`config.mk`:
```
export PLATFORM = sky130hd
export DESIGN_NAME = mc_alu_flat
export DESIGN_NICKNAME = d
export VERILOG_FILES = /design/src/rtl/mc_alu_if.sv /design/src/rtl/mc_alu.sv /design/src/flat_wrapper.sv
export SDC_FILE = /design/constraint.sdc
export NUM_CORES = 1
export LEC_CHECK = 0
export CORE_ASPECT_RATIO = 0.7
export CORE_MARGIN = 4
export CORE_UTILIZATION = 29
export CTS_BUF_LIST = sky130_fd_sc_hd__clkbuf_2
export DETAILED_ROUTE_END_ITERATION = 10
export MAX_ROUTING_LAYER = met4
export PLACE_DENSITY = 0.45
export SKIP_CTS_REPAIR_TIMING = 1
export SKIP_LAST_GASP = 1
export SLEW_MARGIN = 20
export SYNTH_ARGS = -nofsm -noshare
export SYNTH_HDL_FRONTEND = slang
export SYNTH_SLANG_ARGS = --single-unit
```
`constraint.sdc`:
```
create_clock -name clk -period 13.75 [get_ports clk]
set_input_delay 2.0625 -clock clk [delete_from_list [all_inputs] [get_ports clk]]
set_output_delay 2.0625 -clock clk [all_outputs]
set_load 0.02 [all_outputs]
```
`src/rtl/mc_alu_if.sv`:
```
// Request/response bundle of the multi-cycle ALU: operation request in,
// registered result and busy/ready status out.
interface mc_alu_if #(
    parameter int WIDTH = 32
);
    logic             in_valid;
    logic             in_ready;
    logic             flush;
    logic [WIDTH-1:0] A;
    logic [WIDTH-1:0] B;
    logic [4:0]       ALUOp;
    logic             out_valid;
    logic [WIDTH-1:0] C;
    logic             Zero;
    logic             busy;

    modport master (
        output in_valid, flush, A, B, ALUOp,
        input  in_ready, out_valid, C, Zero, busy
    );

    modport slave (
        input  in_valid, flush, A, B, ALUOp,
        output in_ready, out_valid, C, Zero, busy
    );
endinterface

```
`src/rtl/mc_alu.sv`:
```
// Multi-cycle ALU: single-cycle logic/shift/compare ops plus iterative
// shift-add multiply and restoring divide over operand magnitudes.
module mc_alu #(
    parameter int WIDTH = 32,
    parameter int CNT_W = $clog2(WIDTH) + 1
) (
    input logic   clk,
    input logic   rstn,
    mc_alu_if.slave bus
);
    localparam int SH_W = $clog2(WIDTH);

    localparam logic [4:0] OP_LUI    = 5'd1,  OP_AUIPC  = 5'd2,  OP_ADD  = 5'd3;
    localparam logic [4:0] OP_SUB    = 5'd4,  OP_SLL    = 5'd5,  OP_SLT  = 5'd6;
    localparam logic [4:0] OP_SLTU   = 5'd7,  OP_XOR    = 5'd8,  OP_SRL  = 5'd9;
    localparam logic [4:0] OP_SRA    = 5'd10, OP_OR     = 5'd11, OP_AND  = 5'd12;
    localparam logic [4:0] OP_MUL    = 5'd13, OP_MULH   = 5'd14, OP_MULHSU = 5'd15;
    localparam logic [4:0] OP_MULHU  = 5'd16, OP_DIV    = 5'd17, OP_DIVU = 5'd18;
    localparam logic [4:0] OP_REM    = 5'd19, OP_REMU   = 5'd20;

    typedef enum logic {IDLE, ITER} state_t;

    state_t state, state_nxt;

    logic [WIDTH-1:0] a, b, alu_res, corner_res, res1;
    logic [SH_W-1:0]  shamt;
    logic [4:0]       op;
    logic             is_mul, is_div, is_sdiv, b_zero, ovf, corner;
    logic             a_signed, b_signed, neg_in;
    logic [WIDTH-1:0] mag_a, mag_b;
    logic             accept, start_iter, step_last;

    logic [4:0]       op_q;
    logic [CNT_W-1:0] cnt;
    logic             neg;
    logic [WIDTH-1:0] acc, q, d;
    logic [WIDTH-1:0] acc_n, q_n, fin;
    logic             out_valid, zero;
    logic [WIDTH-1:0] c_r;

    assign a     = bus.A;
    assign b     = bus.B;
    assign op    = bus.ALUOp;
    assign shamt = b[SH_W-1:0];

    always_comb begin
        alu_res = '1;
        case (op)
            OP_LUI:   alu_res = b;
            OP_AUIPC,
            OP_ADD:   alu_res = a + b;
            OP_SUB:   alu_res = a - b;
            OP_SLL:   alu_res = a << shamt;
            OP_SLT:   alu_res = {{(WIDTH-1){1'b0}}, $signed(a) < $signed(b)};
            OP_SLTU:  alu_res = {{(WIDTH-1){1'b0}}, a < b};
            OP_XOR:   alu_res = a ^ b;
            OP_SRL:   alu_res = a >> shamt;
            OP_SRA:   alu_res = WIDTH'($signed(a) >>> shamt);
            OP_OR:    alu_res = a | b;
            OP_AND:   alu_res = a & b;
            default:  alu_res = '1;
        endcase
    end

    assign is_mul  = (op >= OP_MUL) && (op <= OP_MULHU);
    assign is_div  = (op >= OP_DIV) && (op <= OP_REMU);
    assign is_sdiv = (op == OP_DIV) || (op == OP_REM);
    assign b_zero  = (b == '0);
    assign ovf     = is_sdiv && (a == {1'b1, {(WIDTH-1){1'b0}}}) && (b == '1);
    assign corner  = is_div && (b_zero || ovf);

    // Divide-by-zero takes precedence; the overflow case only applies to B = -1.
    always_comb begin
        corner_res = '0;
        if (b_zero)
            corner_res = (op == OP_DIV || op == OP_DIVU) ? '1 : a;
        else
            corner_res = (op == OP_DIV) ? a : '0;
    end

    assign res1 = is_div ? corner_res : alu_res;

    assign a_signed = (op == OP_MULH) || (op == OP_MULHSU) || is_sdiv;
    assign b_signed = (op == OP_MULH) || is_sdiv;
    assign mag_a    = (a_signed && a[WIDTH-1]) ? -a : a;
    assign mag_b    = (b_signed && b[WIDTH-1]) ? -b : b;

    // Sign to re-apply at the end: product/quotient follow A^B, remainder follows A.
    always_comb begin
        neg_in = 1'b0;
        case (op)
            OP_MULH,
            OP_DIV:   neg_in = a[WIDTH-1] ^ b[WIDTH-1];
            OP_MULHSU,
            OP_REM:   neg_in = a[WIDTH-1];
            default:  neg_in = 1'b0;
        endcase
    end

    assign accept     = bus.in_valid && bus.in_ready && !bus.flush;
    assign start_iter = accept && (is_mul || (is_div && !corner));
    assign step_last  = (state == ITER) && (cnt == CNT_W'(WIDTH-1));

    // One iteration step: mul keeps {acc,q} as the shifting product,
    // div keeps acc as partial remainder and q as dividend/quotient.
    logic [WIDTH:0]   sum, r_sh;
    logic [WIDTH+1:0] diff;
    always_comb begin
        sum   = {1'b0, acc} + (q[0] ? {1'b0, d} : '0);
        r_sh  = {acc, q[WIDTH-1]};
        diff  = {1'b0, r_sh} - {2'b00, d};
        acc_n = acc;
        q_n   = q;
        if ((op_q >= OP_MUL) && (op_q <= OP_MULHU)) begin
            acc_n = sum[WIDTH:1];
            q_n   = {sum[0], q[WIDTH-1:1]};
        end else if (!diff[WIDTH+1]) begin
            acc_n = diff[WIDTH-1:0];
            q_n   = {q[WIDTH-2:0], 1'b1};
        end else begin
            acc_n = r_sh[WIDTH-1:0];
            q_n   = {q[WIDTH-2:0], 1'b0};
        end
    end

    logic [2*WIDTH-1:0] prod, prod_s;
    always_comb begin
        prod   = {acc_n, q_n};
        prod_s = neg ? -prod : prod;
        case (op_q)
            OP_MUL:             fin = prod_s[WIDTH-1:0];
            OP_MULH, OP_MULHSU,
            OP_MULHU:           fin = prod_s[2*WIDTH-1:WIDTH];
            OP_DIV, OP_DIVU:    fin = neg ? -q_n : q_n;
            default:            fin = neg ? -acc_n : acc_n;
        endcase
    end

    always_ff @(posedge clk or negedge rstn) begin
        if (!rstn) state <= IDLE;
        else       state <= state_nxt;
    end

    always_comb begin
        state_nxt = state;
        case (state)
            IDLE:    if (start_iter) state_nxt = ITER;
            ITER:    if (bus.flush || step_last) state_nxt = IDLE;
            default: state_nxt = IDLE;
        endcase
    end

    always_ff @(posedge clk or negedge rstn) begin
        if (!rstn) begin
            out_valid <= 1'b0;
            c_r       <= '0;
            zero      <= 1'b0;
            op_q      <= '0;
            cnt       <= '0;
            neg       <= 1'b0;
            acc       <= '0;
            q         <= '0;
            d         <= '0;
        end else begin
            out_valid <= 1'b0;
            if (state == IDLE) begin
                if (start_iter) begin
                    op_q <= op;
                    cnt  <= '0;
                    neg  <= neg_in;
                    acc  <= '0;
                    q    <= mag_a;
                    d    <= mag_b;
                end else if (accept) begin
                    c_r       <= res1;
                    zero      <= (res1 == '0);
                    out_valid <= 1'b1;
                end
            end else if (!bus.flush) begin
                cnt <= cnt + 1'b1;
                acc <= acc_n;
                q   <= q_n;
                if (step_last) begin
                    c_r       <= fin;
                    zero      <= (fin == '0);
                    out_valid <= 1'b1;
                end
            end
        end
    end

    assign bus.busy      = (state == ITER);
    assign bus.in_ready  = (state != ITER);
    assign bus.out_valid = out_valid;
    assign bus.C         = c_r;
    assign bus.Zero      = zero;
endmodule

```
`src/flat_wrapper.sv`:
```
// flat-port wrapper written by rule: the top's interface ports become plain ports
module mc_alu_flat 
#(
    parameter int WIDTH = 32,
    parameter int CNT_W = $clog2(WIDTH) + 1
)
  (clk, rstn, bus_in_valid, bus_flush, bus_A, bus_B, bus_ALUOp, bus_in_ready, bus_out_valid, bus_C, bus_Zero, bus_busy);
  mc_alu_if #(.WIDTH(WIDTH)) bus_i ();
  input logic clk;
  input logic rstn;
  input wire logic [$bits(bus_i.in_valid)-1:0] bus_in_valid;
  input wire logic [$bits(bus_i.flush)-1:0] bus_flush;
  input wire logic [$bits(bus_i.A)-1:0] bus_A;
  input wire logic [$bits(bus_i.B)-1:0] bus_B;
  input wire logic [$bits(bus_i.ALUOp)-1:0] bus_ALUOp;
  output wire logic [$bits(bus_i.in_ready)-1:0] bus_in_ready;
  output wire logic [$bits(bus_i.out_valid)-1:0] bus_out_valid;
  output wire logic [$bits(bus_i.C)-1:0] bus_C;
  output wire logic [$bits(bus_i.Zero)-1:0] bus_Zero;
  output wire logic [$bits(bus_i.busy)-1:0] bus_busy;
  assign bus_i.in_valid = bus_in_valid;
  assign bus_i.flush = bus_flush;
  assign bus_i.A = bus_A;
  assign bus_i.B = bus_B;
  assign bus_i.ALUOp = bus_ALUOp;
  assign bus_in_ready = bus_i.in_ready;
  assign bus_out_valid = bus_i.out_valid;
  assign bus_C = bus_i.C;
  assign bus_Zero = bus_i.Zero;
  assign bus_busy = bus_i.busy;
  mc_alu #(.WIDTH(WIDTH), .CNT_W(CNT_W)) u_core (.clk(clk), .rstn(rstn), .bus(bus_i));
endmodule
```
==> summary.txt <==
drt first-iter violations = 4,465
Tmin final = 7.85 ns
clk root buf = clkbuf_2
first-pass GRT wire length = 195,000 um
CP arrival = 8.77 ns
reg2reg setup slack = 5.90 ns
most common cell in the synthesized netlist = nand2_1
global route overflow = 0
clock sink count = 143
number of synthesized flops with an enable pin = 0
Hold Vio Cnt, Final = 0
Starting Density = 29.4%
GR Util All Layers = 28.9%
Worst path depth = 22
Reg power frac = 14.2%
outcome = finished, final reports clean
H-tree Lvls = 4
area grow syn2layout = 9.10%
CTS tree = yes
CTS Buf Count = 17
Period Utilization, post-route = 57.1%
initial antenna violation count = 9
Crit. End Element = flop
Worst Reg-to-Reg Cells = 22
vias per inst = 6.34
RSZ-0062 raised after global routing = false
leak pwr = 11.3 nW
Cell variety after synth = 117
Psw = 3.10 mW
PwrDens = 181 mW/mm^2
CP max stage delay = 0.86 ns
Avg Synthesized Cell Area = 7.16 sq um
Synth Register Bits = 143
WL final = 136,000 um
DRT antenna net count = 0
setup TNS = 0 ns
Power Internal = 1.95 mW
cell taking the most area after synthesis = dfrtp_1
max cap viols = 0
vias in the first global route = 26,100
Final Non-Filler Cells = 4,673
YS warnings = 0
post-synthesis sequential area ratio = 14.0%
layout cells sized above 1 = 7.94%
Die X-Extent = 362 um
drt wl/cell = 29.1 um
crit-path leading delay family = simple AND/OR/NAND/NOR gates
Final Max Tran Viols = 0
pin count of the biggest net entering global routing = 78
Async SR Flop Fraction = 100%
GP Congestion = 1.03
CTS clk-pin slew, worst paths = 0.25 ns
I/O Buffers = 108
Max IR drop VDD = 0.138 mV
Worst Tran Pin Value = 1.34 ns
Fillers = 9,454
Slowest-stage cell, CP = nor3_1
Placed Instances = 4,634
drt first pass iters = 10
I/O pin total = 109
Syn Inst Count = 3,564
worst rel slew slack = 9.46%
Synth top area share = 14.0%
Post-Syn Area = 0.0255 sq mm
most common library cells after synthesis = nand2_1 (369), nor2_1 (362), o21ai_0 (308), a21oi_1 (273), clkbuf_1 (195)
vias post-DR = 29,600
syn nets = 3,808
DRC = 0
Detail Placement HPWL = 106,000 um
Gate power share = 80.4%
insertion delay to the later sink of the worst-skew pair = 0.96 ns
clock share of power = 5.3%
worst-path cell chain = ha_1 > and4_4 > nor4b_4 > a2111oi_2 > and2_2 > buf_4 > o22ai_1 > nor3_1 > inv_1 > ha_1 > nand2_1 > a2111oi_0 > a211oi_1 > nand4bb_1 > nor4_1 > a2bb2oi_1 > o21ai_0 > nand3b_1 > nor3_1 > and4_1 > and4b_1 > a221o_1
die height = 256 um
# rows = 90
leading post-synthesis cells by cell area = dfrtp_1 (14%), ha_1 (8.2%), o21ai_0 (6.0%)
Hold Path Stages = 2
top_reg_cell synth = dfrtp_1
die area = 0.0928 sq mm
Clock Skew = 0.0210 ns
NumNets Final = 3,747
crit path kind = reg2reg
WP buf/inv = 2
Crit path required time = 14.66 ns
Fmax = 0.127 GHz
Sw Share = 61.4%
setup violators final = 0
maximum fanout along the worst path = 31
CTS Buffer Depth = 2
core area = 0.0867 sq mm
HP Class = reg2reg
CP Launch Type = flop
[path summary, 6_finish.rpt]
check,from,to
max in group asynchronous,rstn,u_core.bus.busy
worst max-delay path,u_core.acc[20],u_core.bus.Zero
worst max register to register,u_core.acc[20],u_core.bus.Zero
worst min-delay path,u_core.bus.C[7],u_core.bus.C[7]
worst min register to register,u_core.bus.C[7],u_core.bus.C[7]
min in group asynchronous,rstn,u_core.acc[25]
[sequential cells by signal, summed over array words and instances, names as in the netlist]
signal	count
u_core.cnt	6
u_core.neg	1
u_core.op_q	5
u_core.bus.C	32
u_core.bus.busy	1
u_core.q	32
u_core.acc	32
u_core.d	32
u_core.bus.Zero	1
u_core.bus.out_valid	1
[kinds of logic (layout without fill, tap and decap cells)]
kind of cell,count (synthesis),in the layout,synth area share [%]
compound gates,1198,1198,31.1
xor+xnor,135,135,4.64
fa+ha+maj,171,171,8.51
buf+inv,413,365,6.42
flops,143,143,14.0
mux,172,172,9.61
other cells,0,7,0
simple gates,1332,1332,25.7
[power by group through the flow]
stage | Clock (mW) | Combinational [mW] | Sequential, mW
3_3_place_gp | 0 | 3.92 | 0.726
2_1_floorplan | 0 | 2.60 | 0.696
5_1_grt | 0.295 | 4.32 | 0.738
3_5_place_dp | 0 | 3.90 | 0.721
4_1_cts | 0.280 | 3.92 | 0.714
6_report | 0.268 | 4.06 | 0.719
[cell type report]
type | instances | area [sq um] | area share (%)
antenna | 7 | 17.5 | 0.0629
multi-input combinational | 3008 | 20400 | 73.2
clock buffer | 19 | 95.1 | 0.342
inverter | 150 | 563 | 2.02
clock inverter | 13 | 131 | 0.472
timing repair buffer | 183 | 1620 | 5.83
tap | 1150 | 1440 | 5.17
sequential | 143 | 3580 | 12.9
[cells in the final DEF (no fill, tap or decap), drive strengths merged, types with 32 or more instances in the layout]
master	n
nand2	371
nor2	363
o21ai	319
a21oi	276
ha	167
inv	153
dfrtp	143
xnor2	107
nand3	106
clkdlybuf4s50	102
nor3	101
mux2i	92
buf	81
and2	65
mux4	56
a21o	55
nand4	55
a211oi	48
nor4	48
o31ai	44
a31oi	43
o211ai	41
and3	41
nand2b	40
or3	33
a221oi	32
[per-stage QoR]
stage          area, sq um  total power [mW]  utilization, %  hold WS [ns]  setup WS, ns
2_1_floorplan        25500              3.30               -         0.463          6.64
3_3_place_gp         27600              4.65            31.8         0.470          6.01
3_5_place_dp         27600              4.62            31.8         0.471          5.93
4_1_cts              27800              4.91            32.1         0.522          6.30
5_1_grt              27800              5.35            32.1         0.561          5.69
6_report             27800              5.05            32.1         0.514          5.90
[per-layer routing]
metal  GRT usage, %  vias up  share of wire, %
met2           33.4     1768                35
li1               -    13200                 -
met4           3.46        0               1.1
met5              -        -                 0
met3           10.3       99                14
met1           46.2    14600                50
[worst reg2reg max path: stages, from the launching register on]
cell	delay, ns
dfrtp_1	0.50
ha_1	0.48
and4_4	0.30
nor4b_4	0.14
a2111oi_2	0.40
and2_2	0.29
buf_4	0.43
o22ai_1	0.22
nor3_1	0.71
inv_1	0.28
ha_1	0.40
nand2_1	0.11
a2111oi_0	0.08
a211oi_1	0.76
nand4bb_1	0.29
nor4_1	0.10
a2bb2oi_1	0.15
o21ai_0	0.43
nand3b_1	0.20
nor3_1	0.86
and4_1	0.34
and4b_1	0.22
a221o_1	0.14
Power figures use the tool's default switching activity.
